`src/rtl/cmd_tx_sched.sv`:
```
// cmd_tx_sched
// Schedules the response to one upstream MREQ at a time. The module latches
// the request, hands it to the header generator and forwards the header bytes.
// For reads it then slices each 32-bit read-data word into byte lanes. At the
// end it acknowledges the request with a one-cycle o_mreq_ready pulse. The
// header and payload of one response are never interleaved with another
// response.
//
// MREQ field layout (as packed by mreq_defines.vh):
//   [0]      wr    : 1 = write (header only), 0 = read
//   [3:1]    wfmt  : 0=32S0 1=16S0 2=16S1 3=8S0 4=8S1 5=8S2 6=8S3, 7 undefined
//   [11:4]   wcnt  : number of payload words minus one
//   [N-1:12] opaque request bits, passed to the header generator
//
// Ports:
//   i_clk, i_rst_n                          clock, synchronous active-low reset
//   i_mreq_valid / o_mreq_ready / i_mreq    upstream request (ready = done pulse)
//   o_hdr_mreq_valid / i_hdr_mreq_ready /
//   o_hdr_mreq                              latched request to header generator
//   i_hdr_data / i_hdr_valid / o_hdr_ready  header byte stream
//   i_rdata / i_rdata_valid / o_rdata_ready read-data word stream
//   o_tx_data / o_tx_valid / i_tx_ready     merged output byte stream
//
// Build option: CMD_TX_SCHED_OREG_EN. When it is defined, the output stream
// comes from a 2-entry skid register. This adds one cycle of latency and
// breaks the i_tx_ready to o_hdr_ready/o_rdata_ready path.
//
// state | meaning
// IDLE  | waiting for i_mreq_valid, request latched on acceptance
// HDR   | request offered to header generator, header bytes forwarded
// DATA  | payload bytes sliced from read-data words
// DONE  | output drained, o_mreq_ready pulsed for one cycle
module cmd_tx_sched #(
  parameter int MREQ_NBIT = 32
) (
  input  logic                 i_clk,
  input  logic                 i_rst_n,
  input  logic                 i_mreq_valid,
  output logic                 o_mreq_ready,
  input  logic [MREQ_NBIT-1:0] i_mreq,
  output logic                 o_hdr_mreq_valid,
  input  logic                 i_hdr_mreq_ready,
  output logic [MREQ_NBIT-1:0] o_hdr_mreq,
  input  logic [7:0]           i_hdr_data,
  input  logic                 i_hdr_valid,
  output logic                 o_hdr_ready,
  input  logic [31:0]          i_rdata,
  input  logic                 i_rdata_valid,
  output logic                 o_rdata_ready,
  output logic [7:0]           o_tx_data,
  output logic                 o_tx_valid,
  input  logic                 i_tx_ready
);

  typedef enum logic [1:0] {
    S_IDLE = 2'd0,
    S_HDR  = 2'd1,
    S_DATA = 2'd2,
    S_DONE = 2'd3
  } state_t;

  typedef struct packed {
    logic       wr;
    logic [2:0] wfmt;
    logic [7:0] wcnt;
  } mreq_f_t;

  function automatic mreq_f_t unpack_mreq(input logic [11:0] v);
    mreq_f_t f;
    f.wr   = v[0];
    f.wfmt = v[3:1];
    f.wcnt = v[11:4];
    return f;
  endfunction

  function automatic logic fmt_is_read(input logic [2:0] fmt);
    return (fmt != 3'd7);
  endfunction

  // Index of the last byte lane in a word: 3 for 32S0, 1 for 16Sk, 0 for 8Sk.
  function automatic logic [1:0] fmt_last_lane(input logic [2:0] fmt);
    logic [1:0] l;
    case (fmt)
      3'd0:       l = 2'd3;
      3'd1, 3'd2: l = 2'd1;
      default:    l = 2'd0;
    endcase
    return l;
  endfunction

  // Byte offset of the first lane inside the 32-bit word.
  function automatic logic [1:0] fmt_base_byte(input logic [2:0] fmt);
    logic [1:0] b;
    case (fmt)
      3'd2:    b = 2'd2;
      3'd4:    b = 2'd1;
      3'd5:    b = 2'd2;
      3'd6:    b = 2'd3;
      default: b = 2'd0;
    endcase
    return b;
  endfunction

  state_t                 r_state;
  state_t                 w_state_nxt;
  logic [MREQ_NBIT-1:0]   r_mreq;
  logic                   r_wr;
  logic [2:0]             r_wfmt;
  logic [7:0]             r_wcnt;
  logic [7:0]             r_word_cnt;
  logic [1:0]             r_lane;

  mreq_f_t                w_fields;
  logic                   w_lane_last;
  logic [1:0]             w_byte_idx;
  logic [7:0]             w_lane_byte;
  logic                   w_int_valid;
  logic [7:0]             w_int_data;
  logic                   w_int_ready;
  logic                   w_int_hs;
  logic                   w_skid_empty;

  assign w_fields    = unpack_mreq(i_mreq[11:0]);
  assign w_lane_last = (r_lane == fmt_last_lane(r_wfmt));
  assign w_byte_idx  = fmt_base_byte(r_wfmt) + r_lane;
  assign w_int_hs    = w_int_valid & w_int_ready;

  always_comb begin
    w_lane_byte = i_rdata[7:0];
    case (w_byte_idx)
      2'd1:    w_lane_byte = i_rdata[15:8];
      2'd2:    w_lane_byte = i_rdata[23:16];
      2'd3:    w_lane_byte = i_rdata[31:24];
      default: w_lane_byte = i_rdata[7:0];
    endcase
  end

  always_ff @(posedge i_clk) begin
    if (!i_rst_n) begin
      r_state <= S_IDLE;
    end else begin
      r_state <= w_state_nxt;
    end
  end

  always_comb begin
    w_state_nxt      = r_state;
    o_hdr_mreq_valid = 1'b0;
    o_hdr_mreq       = '0;
    o_hdr_ready      = 1'b0;
    o_rdata_ready    = 1'b0;
    o_mreq_ready     = 1'b0;
    w_int_valid      = 1'b0;
    w_int_data       = 8'h00;
    case (r_state)
      S_IDLE: begin
        if (i_mreq_valid) begin
          w_state_nxt = S_HDR;
        end
      end
      S_HDR: begin
        o_hdr_mreq_valid = 1'b1;
        o_hdr_mreq       = r_mreq;
        w_int_valid      = i_hdr_valid;
        w_int_data       = i_hdr_data;
        o_hdr_ready      = w_int_ready;
        if (i_hdr_mreq_ready) begin
          if (r_wr || !fmt_is_read(r_wfmt)) begin
            w_state_nxt = S_DONE;
          end else begin
            w_state_nxt = S_DATA;
          end
        end
      end
      S_DATA: begin
        w_int_valid = i_rdata_valid;
        w_int_data  = w_lane_byte;
        // The word is released only when its last lane leaves, so i_rdata
        // stays put while the earlier lanes are sent.
        o_rdata_ready = w_int_hs & w_lane_last;
        if (w_int_hs && w_lane_last && (r_word_cnt == 8'd0)) begin
          w_state_nxt = S_DONE;
        end
      end
      S_DONE: begin
        if (w_skid_empty) begin
          o_mreq_ready = 1'b1;
          w_state_nxt  = S_IDLE;
        end
      end
      default: w_state_nxt = S_IDLE;
    endcase
  end

  always_ff @(posedge i_clk) begin
    if (!i_rst_n) begin
      r_mreq     <= '0;
      r_wr       <= 1'b0;
      r_wfmt     <= 3'd0;
      r_wcnt     <= 8'd0;
      r_word_cnt <= 8'd0;
      r_lane     <= 2'd0;
    end else begin
      case (r_state)
        S_IDLE: begin
          if (i_mreq_valid) begin
            r_mreq <= i_mreq;
            r_wr   <= w_fields.wr;
            r_wfmt <= w_fields.wfmt;
            r_wcnt <= w_fields.wcnt;
          end
        end
        S_HDR: begin
          if (i_hdr_mreq_ready) begin
            r_word_cnt <= r_wcnt;
            r_lane     <= 2'd0;
          end
        end
        S_DATA: begin
          if (w_int_hs) begin
            if (w_lane_last) begin
              r_lane <= 2'd0;
              // Counting down to zero keeps wcnt=255 inside 8 bits.
              if (r_word_cnt != 8'd0) begin
                r_word_cnt <= r_word_cnt - 8'd1;
              end
            end else begin
              r_lane <= r_lane + 2'd1;
            end
          end
        end
        default: ;
      endcase
    end
  end

`ifdef CMD_TX_SCHED_OREG_EN
  logic [7:0] r_skid_q0;
  logic [7:0] r_skid_q1;
  logic [1:0] r_skid_cnt;
  logic       w_push;
  logic       w_pop;

  // The ready signal depends only on the registered fill level.
  assign w_int_ready  = (r_skid_cnt != 2'd2);
  assign w_skid_empty = (r_skid_cnt == 2'd0);
  assign o_tx_valid   = !w_skid_empty;
  assign o_tx_data    = w_skid_empty ? 8'h00 : r_skid_q0;
  assign w_push       = w_int_hs;
  assign w_pop        = o_tx_valid & i_tx_ready;

  always_ff @(posedge i_clk) begin
    if (!i_rst_n) begin
      r_skid_q0  <= 8'h00;
      r_skid_q1  <= 8'h00;
      r_skid_cnt <= 2'd0;
    end else begin
      case ({w_push, w_pop})
        2'b10: begin
          if (r_skid_cnt == 2'd0) begin
            r_skid_q0 <= w_int_data;
          end else begin
            r_skid_q1 <= w_int_data;
          end
          r_skid_cnt <= r_skid_cnt + 2'd1;
        end
        2'b01: begin
          r_skid_q0  <= r_skid_q1;
          r_skid_cnt <= r_skid_cnt - 2'd1;
        end
        2'b11: begin
          // A push is only possible below two entries. With one entry, the
          // new byte replaces the one leaving.
          r_skid_q0 <= w_int_data;
        end
        default: ;
      endcase
    end
  end
`else
  assign w_int_ready  = i_tx_ready;
  assign w_skid_empty = 1'b1;
  assign o_tx_valid   = w_int_valid;
  assign o_tx_data    = w_int_data;
`endif

endmodule

```
`config.mk`:
```
export PLATFORM = sky130hd
export DESIGN_NAME = cmd_tx_sched
export DESIGN_NICKNAME = d
export VERILOG_FILES = /design/src/rtl/cmd_tx_sched.sv
export SDC_FILE = /design/constraint.sdc
export NUM_CORES = 1
export LEC_CHECK = 0
export ABC_CLOCK_PERIOD_IN_PS = 2900
export CELL_PAD_IN_SITES_DETAIL_PLACEMENT = 0
export CELL_PAD_IN_SITES_GLOBAL_PLACEMENT = 1
export CORE_UTILIZATION = 29
export CTS_CLUSTER_SIZE = 20
export DETAILED_ROUTE_END_ITERATION = 6
export PLACE_DENSITY_LB_ADDON = 0.3
export SLEW_MARGIN = 10
export SYNTH_ARGS = -nofsm -noshare
export SYNTH_HDL_FRONTEND = slang
export SYNTH_SLANG_ARGS = --single-unit
```
`constraint.sdc`:
```
create_clock -name i_clk -period 2.9 [get_ports i_clk]
set_input_delay 0.58 -clock i_clk [delete_from_list [all_inputs] [get_ports i_clk]]
set_output_delay 0.58 -clock i_clk [all_outputs]
set_load 0.005 [all_outputs]
```
==> reports/metrics.sh <==
MULTIINPUTGATEAREA_MM2=0.00172
VIOLATIONS='DRC'
CTS_MADE_BUFFERS=5
PEAKVDDDROP_mV=0.214
SYN-MEAN-INSTANCE-AREA_UM2=7.42
REQUIRED_PS=2320
CRITPATHCAPTURETYPE='output pin'
FIN_TOTAL_PWR_W=0.00227
FINAL_ANTENNA_NET_COUNT=0
CLKSINKCOUNT=44
POWER.DENSITY_CELL_AREA_mW_PER_MM2=528
DETAIL_ROUTE.WL_PER_CELL_UM=13.9
ANTENNA_FOUND_INITIAL=0
WORST-PATH-MAX-FANOUT=6
FIRST_ITER_VIOLATIONS=99
GP_ROUTABILITY_CONGESTION=0.818
ASYNC_RESET_FF_FRAC=0
RELSLEWSLACK=0.529
ROWS=34
TIMING_HOLD_VIOLATIONS_FINAL=0
LARGEST_CLOCK_SKEW_IN_THE_FINAL_DESIGN_PS=7.70
SYNTH_WARNINGS=0
POWER.LEAKAGE_nW=1.59
FMAXACHIEVABLE_MHz=359
HOLD-PATH-CELL-COUNT=2
GRT_PASS1_WL_MM=13.7
MAXIMUM_NUMBER_OF_PINS_ON_ONE_NET_BEFORE_GLOBAL_ROUTE_REPAIR=33
FINAL_LAYOUT_SIZE_SUFFIX_GT1_FRAC=0.111
PLACED_CELL_AREA_MM2=0.00413
SYNTH_CELL_TYPE_COUNT=46
LAYOUT-AREA-OVERHEAD-VS-SYNTH_PCT=59.2
SYNTH_EDF_COUNT=0
MAXCAPVIOLATIONS=0
COUNT_OF_MAPPED_CELLS_OUT_OF_SYNTHESIS=364
TIMING.CRITICAL_PATH.FROM_TYPE='register'
CLOCK_LATENCY_REPORTED_FOR_THE_LATE_SIDE_OF_THE_WORST_SKEW_PAIR_PS=290
SYN_AREA_MM2=0.00270
REGISTER_BIT_TOTAL_FROM_SYNTHESIS=44
FLOORPLAN.INITIALDENSITY=0.304
MAPPEDNETLISTNETS=451
TRITONCTS='done'
FINAL-SETUP-VIOL-COUNT=0
RUN_STATUS='finished with violations'
DETAILEDROUTE.FIRSTPASSITERATIONCOUNT=6
MIN_PERIOD_PS=2780
GRT_SETUP_UNREPAIRED='false'
CTS_HOLD_BUFFERS=0
NETS=584
CHIPWIDTH_UM=98.5
LAYOUT.AREA.SEQ_UM2=883
VIA_PER_INST=4.87
HP-CLASS='register to register'
FIN_CRIT_SH=0.960
SYNTH.TOP_CELLS.BY_AREA='sky130_fd_sc_hd__dfxtp_1 (33%), sky130_fd_sc_hd__nand2_1 (14%), sky130_fd_sc_hd__and2_1 (7.9%), sky130_fd_sc_hd__a21oi_1 (7.0%), sky130_fd_sc_hd__ha_1 (3.7%)'
SYNTHFLOPTYPE='sky130_fd_sc_hd__dfxtp_1'
PLACEABLECOREAREA_MM2=0.00889
SYNTH.YOSYS.SEQ_AREA_SHARE=0.326
IO_PINS=124
GRT_PASS1_VIAS=2920
CTS_HTREE_LEVELS=2
WORST_R2R_PATH_CELLS=9
WORST_PATH_ARRIVAL_PS=2200
FILL_CELLS=886
TIGHTEST_SLEW_PS=705
ANTENNA_CELLS=0
VIA_COUNT=2944
DIE_AREA_MM2=0.00971
CLOCK_TRANSITION_AT_PATH_REGS_PS=90
CTS.PATH.MAX_BUFFERS=2
IO_BUFFER_COUNT=123
GRT_UTIL_ALL_LAYERS=0.174
FIN_AREA_MM2=0.00430
CTSROOTBUFFERMASTER='sky130_fd_sc_hd__clkbuf_8'
POSTROUTEWIRELENGTH_MM=8.38
CHIP_HEIGHT_UM=98.5
GRT-OVFL-TOTAL=0
DRC=11
YOSYSTOPAREACELLSHARE=0.326
PATH_CLASS='register to output pin'
DP_HPWL_MM=6.17
NETLIST.TOP_CELL.BY_AREA='sky130_fd_sc_hd__dfxtp_1'
DRV_SLEW=0
## cell type report
type | count | area share
Multi-Input combinational cell | 287 | 0.399
Timing Repair Buffer | 150 | 0.338
Sequential cell | 44 | 0.205
Tap cell | 108 | 0.0314
Clock buffer | 5 | 0.0160
Inverter | 9 | 0.00785
Clock inverter | 2 | 0.00291
## cells in the mapped netlist (all sizes together) (3+ instances only)
cell    instances
nand2          98
dfxtp          44
a21oi          38
and2           34
clkbuf         21
nand3          12
o211ai         12
a21boi          9
inv             9
nor2            9
ha              8
mux2            8
mux2i           8
o21ai           7
nor3            5
nand3b          4
and3            3
buf             3
nor2b           3
o31ai           3
## critical path, stage by stage, from the launching register on
cell and delay (ps):
sky130_fd_sc_hd__dfxtp_1 310, sky130_fd_sc_hd__nor2b_1 120, sky130_fd_sc_hd__ha_2 180, sky130_fd_sc_hd__xnor2_2 240
sky130_fd_sc_hd__xnor2_4 190, sky130_fd_sc_hd__clkbuf_16 190, sky130_fd_sc_hd__buf_4 110, sky130_fd_sc_hd__mux2_2 320
sky130_fd_sc_hd__o211ai_1 90, sky130_fd_sc_hd__buf_2 150
## flip-flops by register name (all words and copies together), names as in the netlist
name,count
r_lane,2
r_word_cnt,8
r_mreq,32
r_state,2
## power breakdown
| group | switching, W | total [W] | internal (W) | leakage (nW) |
|---|---|---|---|---|
| clock | 0.000208 | 0.000371 | 0.000163 | 0.0400 |
| combinational | 0.000565 | 0.00112 | 0.000554 | 1.19 |
| sequential | 0.0000703 | 0.000782 | 0.000712 | 0.361 |
## through the flow
step / std cells / hold WS [ps] / util / setup slack (ps) / TNS [ps]
floorplan: 364 / 432 / - / 371 / 0
global placement: 591 / 439 / 0.464 / -184 / -1230
detailed placement: 591 / 442 / 0.464 / -225 / -1650
CTS: 603 / 454 / 0.480 / 15.0 / 0
global route: 605 / 472 / 0.484 / 24.9 / 0
finish: 605 / 452 / 0.484 / 115 / 0
## placed cells by master (no fill, tap or decap), drive strengths merged, types with 2 or more instances in the layout
cell             n
clkdlybuf4s50  114
nand2           98
dfxtp           44
a21oi           38
and2            34
buf             27
nand3           12
o211ai          12
inv              9
nor2             9
a21boi           9
mux2i            8
mux2             8
ha               8
o21ai            7
clkbuf           7
nor3             5
nand3b           4
clkdlybuf4s15    4
nor2b            3
and3             3
o31ai            3
or4bb            2
o22ai            2
dlygate4sd2      2
xnor2            2
or4              2
o311ai           2
o32ai            2
## logic make-up (layout without fill, tap and decap cells)
group,count (synthesis),after routing,share of synthesized area
AOI/OAI and AO/OA,82,82,0.199
xor gates and xnor gates,2,2,0.00648
adders and majority gates,8,8,0.0370
buffers and inverters,33,166,0.0500
DFF,44,44,0.326
muxes,16,16,0.0630
and+or+nand+nor,179,179,0.319
## path summary, 6_finish.rpt
check	endpoint	startpoint	slack, ps
hold / removal	r_mreq[25]	r_mreq[25]	450
setup / recovery	o_tx_data[5]	r_mreq[3]	120
setup reg to reg	r_word_cnt[4]	r_state[0]	520
hold reg to reg	r_mreq[25]	r_mreq[25]	450
## what timing repair did
action | in CTS | in global routing
gates resized for setup | 12 | 12
setup endpoints to repair | 9 | 8
pin swaps | 3 | 2
buffers inserted | 5 | 1
gates cloned | 0 | 1
## metal layers
metal,global-route usage,wire [um]
met5,0,0
met4,0.0333,59
met3,0.0461,632
met2,0.310,4010
met1,0.211,3680
(Power assumes the default switching activity.)
